**src/rtl/pipeline_result_collector_if.sv**
```systemverilog
// Result stream into the collector and the valid/ready stream out of it.
// The master modport is the producer/consumer side; the slave modport is the collector.
interface pipeline_result_collector_if #(
  parameter int DATA_WIDTH = 12
);
  logic [DATA_WIDTH-1:0] in_data;
  logic                  in_valid;
  logic [DATA_WIDTH-1:0] out_data;
  logic                  out_valid;
  logic                  out_ready;

  modport master (
    output in_data, in_valid, out_ready,
    input  out_data, out_valid
  );

  modport slave (
    input  in_data, in_valid, out_ready,
    output out_data, out_valid
  );
endinterface

```
**src/rtl/pipeline_result_collector.sv**
```systemverilog
// FWFT FIFO capturing pipeline results with drop counting; optional running
// checksum of accepted words when COLLECTOR_CHECKSUM_EN is defined.
module pipeline_result_collector #(
  parameter int DATA_WIDTH = 12,
  parameter int FIFO_DEPTH = 8,
  parameter int CNT_WIDTH  = 16
) (
  input  logic                          clk,
  input  logic                          pon_rst_n_i,
  pipeline_result_collector_if.slave    bus,
  input  logic                          clear_stats,
  output logic [$clog2(FIFO_DEPTH):0]   fifo_level,
  output logic                          overflow,
  output logic [CNT_WIDTH-1:0]          drop_count
`ifdef COLLECTOR_CHECKSUM_EN
  ,
  output logic [DATA_WIDTH-1:0]         checksum
`endif
);

  localparam int AW = $clog2(FIFO_DEPTH);
  localparam int LW = AW + 1;

  logic [DATA_WIDTH-1:0] mem [FIFO_DEPTH];
  logic [AW-1:0]         rd_ptr;
  logic [AW-1:0]         wr_ptr;
  logic                  pop;
  logic                  push;
  logic                  drop;

  assign bus.out_valid = (fifo_level != '0);
  assign bus.out_data  = mem[rd_ptr];

  // A pop in the same cycle frees the slot, so a full FIFO still accepts.
  always_comb begin
    pop  = bus.out_valid & bus.out_ready;
    push = bus.in_valid & ((fifo_level != LW'(FIFO_DEPTH)) | pop);
    drop = bus.in_valid & ~push;
  end

  always_ff @(posedge clk) begin
    if (push) mem[wr_ptr] <= bus.in_data;
  end

  always_ff @(posedge clk or negedge pon_rst_n_i) begin
    if (!pon_rst_n_i) begin
      rd_ptr     <= '0;
      wr_ptr     <= '0;
      fifo_level <= '0;
    end else begin
      if (pop)  rd_ptr <= rd_ptr + AW'(1);
      if (push) wr_ptr <= wr_ptr + AW'(1);
      case ({push, pop})
        2'b10:   fifo_level <= fifo_level + LW'(1);
        2'b01:   fifo_level <= fifo_level - LW'(1);
        default: fifo_level <= fifo_level;
      endcase
    end
  end

  // Clear takes effect first, then a same-cycle drop is counted on top.
  always_ff @(posedge clk or negedge pon_rst_n_i) begin
    if (!pon_rst_n_i) begin
      overflow   <= 1'b0;
      drop_count <= '0;
    end else if (clear_stats) begin
      overflow   <= drop;
      drop_count <= drop ? CNT_WIDTH'(1) : '0;
    end else if (drop) begin
      overflow <= 1'b1;
      if (drop_count != '1) drop_count <= drop_count + CNT_WIDTH'(1);
    end
  end

`ifdef COLLECTOR_CHECKSUM_EN
  always_ff @(posedge clk or negedge pon_rst_n_i) begin
    if (!pon_rst_n_i) begin
      checksum <= '0;
    end else if (clear_stats) begin
      checksum <= push ? bus.in_data : '0;
    end else if (push) begin
      checksum <= checksum + bus.in_data;
    end
  end
`endif

endmodule
```
**src/flat_wrapper.sv**
```systemverilog
// flat-port wrapper written by rule: the top's interface ports become plain ports
module pipeline_result_collector_flat 
#(
  parameter int DATA_WIDTH = 12,
  parameter int FIFO_DEPTH = 8,
  parameter int CNT_WIDTH  = 16
)
  (clk, pon_rst_n_i, clear_stats, fifo_level, overflow, drop_count, bus_in_data, bus_in_valid, bus_out_ready, bus_out_data, bus_out_valid);
  pipeline_result_collector_if #(.DATA_WIDTH(DATA_WIDTH)) bus_i ();
  input  logic clk;
  input  logic pon_rst_n_i;
  input  logic clear_stats;
  output logic [$clog2(FIFO_DEPTH):0] fifo_level;
  output logic overflow;
  output logic [CNT_WIDTH-1:0] drop_count;
  input wire logic [$bits(bus_i.in_data)-1:0] bus_in_data;
  input wire logic [$bits(bus_i.in_valid)-1:0] bus_in_valid;
  input wire logic [$bits(bus_i.out_ready)-1:0] bus_out_ready;
  output wire logic [$bits(bus_i.out_data)-1:0] bus_out_data;
  output wire logic [$bits(bus_i.out_valid)-1:0] bus_out_valid;
  assign bus_i.in_data = bus_in_data;
  assign bus_i.in_valid = bus_in_valid;
  assign bus_i.out_ready = bus_out_ready;
  assign bus_out_data = bus_i.out_data;
  assign bus_out_valid = bus_i.out_valid;
  pipeline_result_collector #(.DATA_WIDTH(DATA_WIDTH), .FIFO_DEPTH(FIFO_DEPTH), .CNT_WIDTH(CNT_WIDTH)) u_core (.clk(clk), .pon_rst_n_i(pon_rst_n_i), .bus(bus_i), .clear_stats(clear_stats), .fifo_level(fifo_level), .overflow(overflow), .drop_count(drop_count));
endmodule
```
**config.mk**
```make
export PLATFORM = sky130hd
export DESIGN_NAME = pipeline_result_collector_flat
export DESIGN_NICKNAME = d
export VERILOG_FILES = /design/src/rtl/pipeline_result_collector_if.sv /design/src/rtl/pipeline_result_collector.sv /design/src/flat_wrapper.sv
export SDC_FILE = /design/constraint.sdc
export NUM_CORES = 1
export LEC_CHECK = 0
export CAP_MARGIN = 30
export CELL_PAD_IN_SITES_DETAIL_PLACEMENT = 2
export CELL_PAD_IN_SITES_GLOBAL_PLACEMENT = 2
export CORE_MARGIN = 5
export CORE_UTILIZATION = 47
export CTS_BUF_LIST = sky130_fd_sc_hd__clkbuf_8
export DETAILED_ROUTE_END_ITERATION = 12
export GPL_TIMING_DRIVEN = 1
export PLACE_DENSITY = 0.92
export SYNTH_ARGS = -nofsm -noshare
export SYNTH_HDL_FRONTEND = slang
export SYNTH_SLANG_ARGS = --single-unit
```
**constraint.sdc**
```tcl
create_clock -name clk -period 4.55 [get_ports clk]
set_clock_uncertainty 0.1 [all_clocks]
set_input_delay 0.91 -clock clk [delete_from_list [all_inputs] [get_ports clk]]
set_output_delay 0.91 -clock clk [all_outputs]
set_load 0.01 [all_outputs]
```
# Yosys cells after proc, flatten, opt, wreduce, memory -nomap -nowiden
# Memories as Yosys holds them, arrays and structs flattened.
# Cells that the tools add are included.
word_totals:
  ff_bits: 27
  ram_bits: 96
  inputBits: 17
  output_inout_bits: 34
  elab_cells: 34
  memories: 1
memory_table:
  columns: ["memory", "depth", "word_bits", "read_ports", "rd_clocked_by_memory_dff", "write_ports", "line", "text"]
  rows:
  - ["u_core.mem", 8, 12, 1, 0, 1, "pipeline_result_collector.sv:24", "logic [DATA_WIDTH-1:0] mem [FIFO_DEPTH];"]
classes:
  n_addsub: 5
  n_eq_ne: 4
  n_mux: 9
  bitwise_logic: 5
  n_reduce_logical: 5
ops:
  columns: ["op", "count"]
  rows:
  - ["16-bit 2-to-1 mux", 3]
  - ["16-bit by 1-bit adder with 16-bit output (second input constant)", 1]
  - ["16-bit inequality test (second input constant)", 1]
  - ["4-bit one-hot mux with 2 select lines", 1]
  - ["3-bit by 1-bit adder with 3-bit output (second input constant)", 2]
  - ["2-bit nonzero test", 3]
  - ["1-bit 2-to-1 mux", 5]
  - ["4-bit by 1-bit adder with 4-bit output (second input constant)", 1]
  - ["4-bit inequality test (second input constant)", 1]
  - ["4-bit nonzero test", 1]
  - ["4-bit by 1-bit subtractor with 4-bit output (second input constant)", 1]
  - ["1-bit AND", 3]
  - ["2-bit by 1-bit equality test with 1-bit output (second input constant)", 1]
  - ["2-bit equality test (second input constant)", 1]
  - ["2-bit AND reduction", 1]
  - ["1-bit inverter", 1]
  - ["1-bit OR", 1]

# Longest topological paths before layout
# Gate-level depths: netlist (run 1).
logic_depth:
  word_depth: 8
  mapped_depth: 9
  mapped_depth_nobuf: 9

# Worst setup path after synthesis (run 1)
# OpenSTA, ideal clock, no wires.
synth_path:
  path_type: "reg-to-output"
  start: "register u_core.rd_ptr[0]"
  end: "output port bus_out_data[0]"
  arrival_ns: 1.654
  t_required_ns: 3.540
  slack_ns: 1.886
  stages_incl_launch_ff: 5
  n_path_buf: 2
  cell_sequence: "dfrtp_1 -> buf_2 -> buf_2 -> mux4_2 -> mux2_2"
synth_via:
  elab_chain_len: 1
synth_lines:
  columns: ["item", "line", "text"]
  rows:
  - ["start: declaration", "pipeline_result_collector.sv:25", "logic [AW-1:0] rd_ptr;"]
  - ["start signal: assignment", "pipeline_result_collector.sv:51", "if (pop) rd_ptr <= rd_ptr + AW'(1);"]
  - ["memory read 8 x 12 bit", null, null]
  - ["end: declaration", "flat_wrapper.sv:19", "output wire logic [$bits(bus_i.out_data)-1:0] bus_out_data;"]
# Every way passes these cells.

# Worst setup path in the final report (run 1)
layout_path:
  start: "register u_core.rd_ptr[0]"
  end: "output port bus_out_data[3]"
# Same word-level chain as after synthesis.

==> impl_metrics.env, run 1 <==
export IMPL_syn_area_um2=5136
export IMPL_relSlewSlack=0.4406
export IMPL_chipHeight_um=114.5
export IMPL_yosys_warnings=0
export IMPL_synthArstFlopShare=0.2195
export IMPL_min_period_ps=3763
export IMPL_die_w_um=114.5
export IMPL_whs_ps=450.6
export IMPL_postCtsHoldBufs=0
export IMPL_yosysUniqueCellTypes=42
export IMPL_cp_arrival_ps=2750
export IMPL_cpPeakStageDelay_ps=570
export IMPL_finalCritPeriodShare=0.8270
export IMPL_grt_pass1_wl_um=23620
export IMPL_critPathKind="flop to output pin"
export IMPL_h_tree_depth=4
export IMPL_drc=0
export IMPL_postCtsResizedCells=0
export IMPL_cts_sinks=123
export IMPL_num_vias=2984
export IMPL_diodes=0
export IMPL_cp_required_ps=3540
export IMPL_syn_inst=294
export IMPL_min_path_type="flop to flop"
export IMPL_vdd_drop_max_uv=427.4
export IMPL_grt_pass1_vias=3491
export IMPL_clk_latency_ps=450
export IMPL_row_count=38
export IMPL_most_common_layout_cells="edfxtp_1 (96), clkdlybuf4s50_1 (50), dfrtp_1 (27)"
export IMPL_critPathMaxFanout=22
export IMPL_cellLeakagePower_nw=2.235
export IMPL_mostFrequentLayoutCell="edfxtp_1"
export IMPL_clk_path_buf_depth=2
export IMPL_finalSetupViolCount=0
export IMPL_finalHoldViolCount=0
export IMPL_p_per_area_nw_per_um2=612.4
export IMPL_start_util=0.4759
export IMPL_cp_start_kind="flop"
export IMPL_core_area_um2=10790
export IMPL_cap_violations=0
export IMPL_setup_slack_ps=787.2
export IMPL_ys_flop_type="edfxtp_1"
export IMPL_gp_congestion=0.7434
export IMPL_antenna_found_initial=0
export IMPL_cts_buffers=17
export IMPL_fin_tns_setup_ps=0
export IMPL_ys_seq_area_frac=0.6928
export IMPL_end_kind="output pin"
export IMPL_drt_iter0_markers=275
export IMPL_synth_edff_count=96
export IMPL_pre_cts_ws_ps=1209
export IMPL_drive_above_1_share=0.2302
export IMPL_crit_slowest_cell="mux4_2"
export IMPL_die_area_um2=13120
export IMPL_crit_family="buffers and inverters"
export IMPL_dpl_hpwl_um=9840
export IMPL_fin_cells=518
export IMPL_grt_max_degree=28
export IMPL_track_usage=0.2587
export IMPL_finalMaxSlewViolations=0
export IMPL_layout_nets=388
export IMPL_placed_cells=486
export IMPL_area_delta_synth_final_pct=22.97
export IMPL_drt_pre_antenna_iters=5
export IMPL_rsz0062_at_grt="false"
export IMPL_clock_fmax_mhz=265.8
export IMPL_synth_nets=317
export IMPL_outcome="finished clean"
export IMPL_path_clk_slew_ps=70
export IMPL_critPathBufInv=2
export IMPL_wire_per_inst_um=29.89
export IMPL_ios=51
export IMPL_worst_slew_pin_slew_ps=835.9
export IMPL_synth_area_per_cell_um2=17.47
export IMPL_drt_wl_total_um=15480
export IMPL_tritoncts="built"
export IMPL_ant_nets=0
export IMPL_cts_setup_buffers=0
export IMPL_vias_per_cell=5.761
export IMPL_io_buffers=50
export IMPL_ys_ff_latch=123
export IMPL_root_buffer="clkbuf_8"
export IMPL_grt_remaining_overflow=0
export IMPL_path_cells="buf_4 -> mux4_2 -> mux2_2 -> clkdlybuf4s50_1"
## kinds of logic (layout without fill, tap and decap cells)
| family | Yosys count | count (layout) | share of synthesized area |
|---|---|---|---|
| AND/OR/NAND/NOR | 70 | 70 | 0.07503 |
| adder cells (fa/ha/maj) | 6 | 6 | 0.01608 |
| buffers and inverters | 16 | 100 | 0.01242 |
| XOR/XNOR | 15 | 15 | 0.02558 |
| multiplexers | 45 | 45 | 0.1498 |
| AO/OA/AOI/OAI | 19 | 19 | 0.02826 |
| flip-flops | 123 | 123 | 0.6928 |
## Yosys cell counts, types with 2 or more instances
cell type   n  area, um^2
nand4_1     2       12.51
nand3_1     5       25.02
and3_1      3       18.77
ha_1        5       62.56
mux2_2     15       168.9
xnor2_1     9       78.83
and2_1      2       12.51
dfrtp_1    27       675.7
mux4_2     24       540.5
inv_1       7       26.28
a21oi_1     7       35.03
nand2b_1    5       31.28
buf_2       3       15.01
mux2i_1     6       60.06
o21ai_0     3       15.01
nand2_1    15       56.30
edfxtp_1   96        2883
a21o_1      2       15.01
buf_1       2       7.510
nor3_1      6       30.03
clkbuf_1    4       15.01
or3_4       2       22.52
nor2_1     20       75.07
xor2_1      6       52.55
## worst reg2reg max path: cells and delay by family (launching register included)
kind / cells / cell delay (ps)
xor+xnor: 1 / 150
buf+inv: 1 / 70
compound gates: 3 / 670
fa+ha+maj: 1 / 270
mux: 1 / 240
flops: 1 / 430
simple gates: 2 / 670
## report_power, final
part / switching (mW) / internal (mW)
sequential: 0.182 / 1.40
combinational: 0.525 / 0.630
clock: 0.441 / 0.691
total: 1.15 / 2.72
## metal layers
| metal | GRT usage | part of all wire |
|---|---|---|
| met5 | 0 | 0 |
| met2 | 0.4556 | 0.54 |
| met3 | 0.06871 | 0.047 |
| met1 | 0.3036 | 0.39 |
| met4 | 0.09422 | 0.025 |
## state kept, by name, summed over array words and instances (netlist names)
name / flops
u_core.fifo_level: 4
u_core.rd_ptr: 3
u_core.mem: 96
u_core.overflow: 1
u_core.drop_count: 16
u_core.wr_ptr: 3
## layout make-up
cell class	instances	area (um^2)
timing repair buffer	61	583.1
inverter	7	26.28
fill	893	4477
multi-input combinational	155	1524
clock buffer	17	234.0
clock inverter	15	215.2
sequential	123	3558
tap	140	175.2
## path summary, 6_finish.rpt
| kind | cells after the start | slack [ps] | startpoint | to |
|---|---|---|---|---|
| worst min-delay path | 2 | 450 | u_core.overflow | u_core.overflow |
| worst max-delay path | 4 | 790 | u_core.rd_ptr[0] | bus_out_data[3] |
| min in group asynchronous | 2 | 760 | pon_rst_n_i | u_core.drop_count[15] |
| worst min register to register | 2 | 450 | u_core.overflow | u_core.overflow |
| worst max register to register | 9 | 1870 | u_core.fifo_level[2] | u_core.fifo_level[3] |
| max in group asynchronous | 2 | 3290 | pon_rst_n_i | u_core.fifo_level[1] |
## per-stage QoR
stage / total power [mW] / area [um^2] / util
finish: 3.868 / 6316 / 0.5852
global route: 4.046 / 6316 / 0.5852
CTS: 3.920 / 6316 / 0.5852
detailed placement: 2.750 / 5867 / 0.5436
global placement: 2.637 / 5867 / 0.5436
floorplan: 2.203 / 5136 / -
Note: power is estimated with default switching activity, not from simulation.
==> inputs of run 2 (changes only) <==
--- a/config.mk
+++ b/config.mk
@@ -9,11 +9,11 @@
 export CELL_PAD_IN_SITES_DETAIL_PLACEMENT = 2
 export CELL_PAD_IN_SITES_GLOBAL_PLACEMENT = 2
 export CORE_MARGIN = 5
-export CORE_UTILIZATION = 47
+export CORE_UTILIZATION = 40
 export CTS_BUF_LIST = sky130_fd_sc_hd__clkbuf_8
 export DETAILED_ROUTE_END_ITERATION = 12
 export GPL_TIMING_DRIVEN = 1
-export PLACE_DENSITY = 0.92
+export PLACE_DENSITY = 0.83
 export SYNTH_ARGS = -nofsm -noshare
 export SYNTH_HDL_FRONTEND = slang
 export SYNTH_SLANG_ARGS = --single-unit
==> constraint.sdc (replaced) <==
create_clock -name clk -period 3.05 [get_ports clk]
set_clock_uncertainty 0.1 [all_clocks]
set_input_delay 0.61 -clock clk [delete_from_list [all_inputs] [get_ports clk]]
set_output_delay 0.61 -clock clk [all_outputs]
set_load 0.01 [all_outputs]
==> impl_metrics.env, run 2 (same netlist as run 1, synthesis figures left out) <==
export IMPL_root_buffer="clkbuf_8"
export IMPL_clk_path_buf_depth=2
export IMPL_regArea_um2=3560
export IMPL_cellLeakagePower_nw=2.267
export IMPL_fillers=1190
export IMPL_grt_pass1_vias=3444
export IMPL_die_area_um2=15210
export IMPL_tritoncts="built"
export IMPL_top_register="u_core.mem"
export IMPL_cp_start_kind="flop"
export IMPL_clock_fmax_mhz=342.1
export IMPL_drt_iter0_markers=208
export IMPL_utilization=0.5048
export IMPL_ios=51
export IMPL_path_clk_slew_ps=60
export IMPL_drt_pre_antenna_iters=5
export IMPL_fin_cells=554
export IMPL_p_per_area_nw_per_um2=865.8
export IMPL_dpl_hpwl_um=8644
export IMPL_cap_violations=0
export IMPL_most_common_layout_cells="edfxtp_1 (96), clkdlybuf4s50_1 (38), dfrtp_1 (26)"
export IMPL_gp_congestion=0.6954
export IMPL_io_buffers=50
export IMPL_finalHoldViolCount=0
export IMPL_num_vias=2945
export IMPL_row_count=41
export IMPL_mostFrequentLayoutCell="edfxtp_1"
export IMPL_critPathMaxFanout=13
export IMPL_chipHeight_um=123.3
export IMPL_multiInputGateArea_um2=1514
export IMPL_diodes=0
export IMPL_outcome="finished clean"
export IMPL_whs_path_depth=1
export IMPL_setup_slack_ps=126.5
export IMPL_core_area_um2=12620
export IMPL_final_area_um2=6370
export IMPL_grt_max_degree=28
export IMPL_finalSetupViolCount=0
export IMPL_largest_reg_flops=96
export IMPL_rr_worst_depth=9
export IMPL_drive_above_1_share=0.2461
export IMPL_min_period_ps=2923
export IMPL_cp_arrival_ps=2210
export IMPL_ant_nets=0
export IMPL_cp_required_ps=2340
export IMPL_min_path_type="flop to flop"
export IMPL_end_kind="output pin"
export IMPL_reg_top3="u_core.mem (96), u_core.drop_count (16), u_core.fifo_level (4)"
export IMPL_clk_latency_ps=440
export IMPL_cts_sinks=123
export IMPL_placed_cell_area_um2=5937
export IMPL_grt_pass1_wl_um=21160
export IMPL_h_tree_depth=4
export IMPL_pre_cts_ws_ps=133.0
export IMPL_vdd_drop_max_uv=430.9
export IMPL_cts_buffers=17
export IMPL_grt_remaining_overflow=0
export IMPL_antenna_found_initial=0
export IMPL_fin_tns_setup_ps=0
export IMPL_start_util=0.4070
export IMPL_finalCritPeriodShare=0.9585
export IMPL_track_usage=0.1968
export IMPL_worst_slew_pin_slew_ps=694.3
export IMPL_wire_per_inst_um=24.47
export IMPL_die_w_um=123.3
export IMPL_rsz0062_at_grt="false"
export IMPL_postCtsHoldBufs=0
export IMPL_placed_cells=520
export IMPL_drc=0
export IMPL_critPathKind="flop to output pin"
export IMPL_drt_wl_total_um=13550
export IMPL_finalMaxSlewViolations=0
export IMPL_relSlewSlack=0.5357
export IMPL_vias_per_cell=5.316
export IMPL_area_delta_synth_final_pct=24.02
export IMPL_layout_nets=394
[run 2: where the power goes]
group          leakage, nW  internal [mW]  switching (mW)
combinational        0.840          0.984           0.862
sequential            1.22           2.09           0.163
clock                0.202          0.778           0.637
[run 2: metal layers]
| layer | part of all wire | routed length (um) | vias up | global-route usage |
|---|---|---|---|---|
| met5 | 0 | 0 | - | 0 |
| met4 | 0.015 | 210 | 0 | 0.07336 |
| met3 | 0.035 | 468 | 18 | 0.04666 |
| met2 | 0.53 | 7143 | 77 | 0.3394 |
| met1 | 0.42 | 5732 | 1558 | 0.2405 |
| li1 | - | - | 1292 | - |
[run 2: worst paths after layout]
path | from | to | slack (ps)
max | u_core.rd_ptr[0] | bus_out_data[10] | 130
min | u_core.rd_ptr[2] | u_core.rd_ptr[2] | 390
max reg2reg | u_core.fifo_level[2] | u_core.fifo_level[3] | 500
min reg2reg | u_core.rd_ptr[2] | u_core.rd_ptr[2] | 390
max in group asynchronous | pon_rst_n_i | u_core.rd_ptr[0] | 2090
min in group asynchronous | pon_rst_n_i | u_core.drop_count[8] | 440
[run 2: cell type report]
class / instances / share of cell area
Multi-Input combinational cell: 155 / 0.2377
Clock inverter: 13 / 0.02161
Sequential cell: 123 / 0.5588
Inverter: 7 / 0.004125
Timing Repair Buffer: 67 / 0.1072
Tap cell: 172 / 0.03379
Clock buffer: 17 / 0.03673
[run 2: timing repair]
item                       4_1_cts  5_1_grt
setup endpoints to repair       12        0
setup buffers                    2        0
resized for setup               14        0
[run 2: stage by stage]
stage	total power, mW	hold slack [ps]
after detailed placement	4.142	381.5
after floorplan	3.287	214.4
after global placement	4.006	364.2
final	5.515	388.0
after global routing	5.792	407.7
after CTS	5.600	390.3
[run 2: critical path, stage by stage (launching register included)]
cell and delay, ps:
dfrtp_2 390, buf_4 140, buf_16 170, mux4_2 530
mux2_2 270, dlygate4sd2_1 280
==> inputs of run 3 (changes only) <==
--- a/config.mk
+++ b/config.mk
@@ -8,12 +8,13 @@
 export CAP_MARGIN = 30
 export CELL_PAD_IN_SITES_DETAIL_PLACEMENT = 2
 export CELL_PAD_IN_SITES_GLOBAL_PLACEMENT = 2
+export CORE_ASPECT_RATIO = 1.1
 export CORE_MARGIN = 5
-export CORE_UTILIZATION = 40
+export CORE_UTILIZATION = 44
 export CTS_BUF_LIST = sky130_fd_sc_hd__clkbuf_8
 export DETAILED_ROUTE_END_ITERATION = 12
 export GPL_TIMING_DRIVEN = 1
-export PLACE_DENSITY = 0.83
+export PLACE_DENSITY = 0.87
 export SYNTH_ARGS = -nofsm -noshare
 export SYNTH_HDL_FRONTEND = slang
 export SYNTH_SLANG_ARGS = --single-unit
==> constraint.sdc (replaced) <==
create_clock -name clk -period 3.1 [get_ports clk]
set_clock_uncertainty 0.1 [all_clocks]
set_input_delay 0.62 -clock clk [delete_from_list [all_inputs] [get_ports clk]]
set_output_delay 0.62 -clock clk [all_outputs]
set_load 0.01 [all_outputs]
==> impl_metrics.env, run 3 (same netlist as run 1, synthesis figures left out) <==
export IMPL_outcome="finished clean"
export IMPL_p_per_area_nw_per_um2=832.8
export IMPL_whs_path_depth=1
export IMPL_total_power_mw=5.268
export IMPL_min_period_ps=2936
export IMPL_core_area_um2=11440
export IMPL_most_common_layout_cells="edfxtp_1 (96), clkdlybuf4s50_1 (38), dfrtp_1 (26)"
export IMPL_die_w_um=113.0
export IMPL_dpl_hpwl_um=9193
export IMPL_drt_wl_total_um=13300
export IMPL_use_met2=0.3604
export IMPL_path_cells="buf_4 -> buf_16 -> mux4_2 -> mux2_2 -> dlygate4sd2_1"
export IMPL_relSlewSlack=0.5038
export IMPL_rr_worst_depth=9
export IMPL_diodes=0
export IMPL_cpPeakStageDelay_ps=510
export IMPL_fin_cells=537
export IMPL_min_delay_start="u_core.wr_ptr[0]"
export IMPL_critPathKind="flop to output pin"
export IMPL_clock_fmax_mhz=340.6
export IMPL_fin_tns_setup_ps=0
export IMPL_num_vias=2900
export IMPL_grt_pass1_wl_um=20620
export IMPL_p_seq_frac=0.425
export IMPL_mostFrequentLayoutCell="edfxtp_1"
export IMPL_finalHoldViolCount=0
export IMPL_row_count=41
export IMPL_finalSetupViolCount=0
export IMPL_cts_sinks=123
export IMPL_tritoncts="built"
export IMPL_cts_buffers=17
export IMPL_wire_per_inst_um=24.76
export IMPL_clkPwrFrac=0.228
export IMPL_clk_path_buf_depth=2
export IMPL_path_clk_slew_ps=70
export IMPL_cellLeakagePower_nw=2.264
export IMPL_drt_pre_antenna_iters=4
export IMPL_gp_congestion=0.7139
export IMPL_layout_nets=398
export IMPL_rsz0062_at_grt="false"
export IMPL_grt_busiest_layer="met2"
export IMPL_setup_slack_ps=164.3
export IMPL_critPathMaxFanout=12
export IMPL_postCtsHoldBufs=0
export IMPL_finalCritPeriodShare=0.9470
export IMPL_die_area_um2=13940
export IMPL_ant_nets=0
export IMPL_cp_start_kind="flop"
export IMPL_clk_latency_ps=440
export IMPL_use_met1=0.2516
export IMPL_crit_slowest_cell="mux4_2"
export IMPL_combinationalPowerShare=0.348
export IMPL_min_to="u_core.wr_ptr[0]"
export IMPL_largest_reg_flops=96
export IMPL_vdd_drop_max_uv=317.7
export IMPL_reg2reg_slack_ps=540
export IMPL_met3_usage=0.05384
export IMPL_finalMaxSlewViolations=0
export IMPL_drive_above_1_share=0.2506
export IMPL_start_util=0.4490
export IMPL_grt_max_degree=28
export IMPL_chipHeight_um=123.3
export IMPL_min_path_type="flop to flop"
export IMPL_track_usage=0.2084
export IMPL_root_buffer="clkbuf_8"
export IMPL_ios=51
export IMPL_vias_per_cell=5.400
export IMPL_drc=0
export IMPL_top_register="u_core.mem"
export IMPL_end_kind="output pin"
export IMPL_pre_cts_ws_ps=211.4
export IMPL_h_tree_depth=4
export IMPL_switching_share=0.3078
export IMPL_cp_required_ps=2380
export IMPL_antenna_found_initial=0
export IMPL_whs_ps=438.2
export IMPL_rr_endpoint="u_core.fifo_level[3]"
export IMPL_power_net_switching_mw=1.621
export IMPL_grt_remaining_overflow=0
export IMPL_cp_arrival_ps=2220
export IMPL_area_delta_synth_final_pct=23.14
export IMPL_reg_top3="u_core.mem (96), u_core.drop_count (16), u_core.fifo_level (4)"
export IMPL_cap_violations=0
export IMPL_p_int_mw=3.646
export IMPL_drt_iter0_markers=97
export IMPL_io_buffers=50
export IMPL_placed_cells=500
export IMPL_worst_slew_pin_slew_ps=741.6
export IMPL_timing_rr_start="u_core.fifo_level[2]"
export IMPL_grt_pass1_vias=3376
run 3: repair_timing:
| action | in CTS | in global routing |
|---|---|---|
| resized for setup | 14 | 0 |
| setup endpoints to repair | 12 | 0 |
| setup buffers | 4 | 0 |
| hold endpoints to repair | 0 | 0 |
run 3: per-layer routing:
metal	routed length (um)	vias to the layer above
li1	-	1296
met1	5313	1506
met2	7098	81
met3	642	17
met4	240	0
met5	0	-
run 3: layout make-up:
| type | count | area [um^2] |
|---|---|---|
| inverters | 7 | 26.28 |
| fillers | 1036 | 5115 |
| clock buffers | 17 | 234.0 |
| well taps | 150 | 187.7 |
| clock inverters | 14 | 90.09 |
| multi-input cells | 155 | 1514 |
| flip-flops and latches | 123 | 3560 |
| repair buffers | 71 | 713.2 |
run 3: worst max-delay path by stage:
stage                      from                   end  slack, ps  depth (start not counted)
6_report       u_core.rd_ptr[0]      bus_out_data[11]        160                          5
4_1_cts        u_core.rd_ptr[0]      bus_out_data[11]        110                          5
3_5_place_dp      bus_out_ready  u_core.fifo_level[3]        210                          9
3_3_place_gp      bus_out_ready  u_core.fifo_level[3]        300                          9
2_1_floorplan  u_core.rd_ptr[0]       bus_out_data[0]        730                          4
5_1_grt        u_core.rd_ptr[0]      bus_out_data[11]         60                          5
run 3: worst max-delay path, delay by kind of cell, from the launching register on:
family	cells	cell delay, ps
buffers and inverters	3	580
DFF	1	400
muxes	2	780
run 3: per-stage QoR:
| stage | utilization | area, um^2 |
|---|---|---|
| after CTS | 0.5529 | 6325 |
| after global routing | 0.5529 | 6325 |
| after floorplan | - | 5136 |
| after detailed placement | 0.5179 | 5924 |
| final | 0.5529 | 6325 |
| after global placement | 0.5179 | 5924 |
run 3: power groups by stage:
stage	Sequential [mW]	Combinational, mW	Clock [mW]
3_5_place_dp	2.28	1.81	0
2_1_floorplan	2.19	1.04	0
6_report	2.24	1.83	1.20
5_1_grt	2.27	1.96	1.33
4_1_cts	2.25	1.87	1.24
3_3_place_gp	2.23	1.71	0
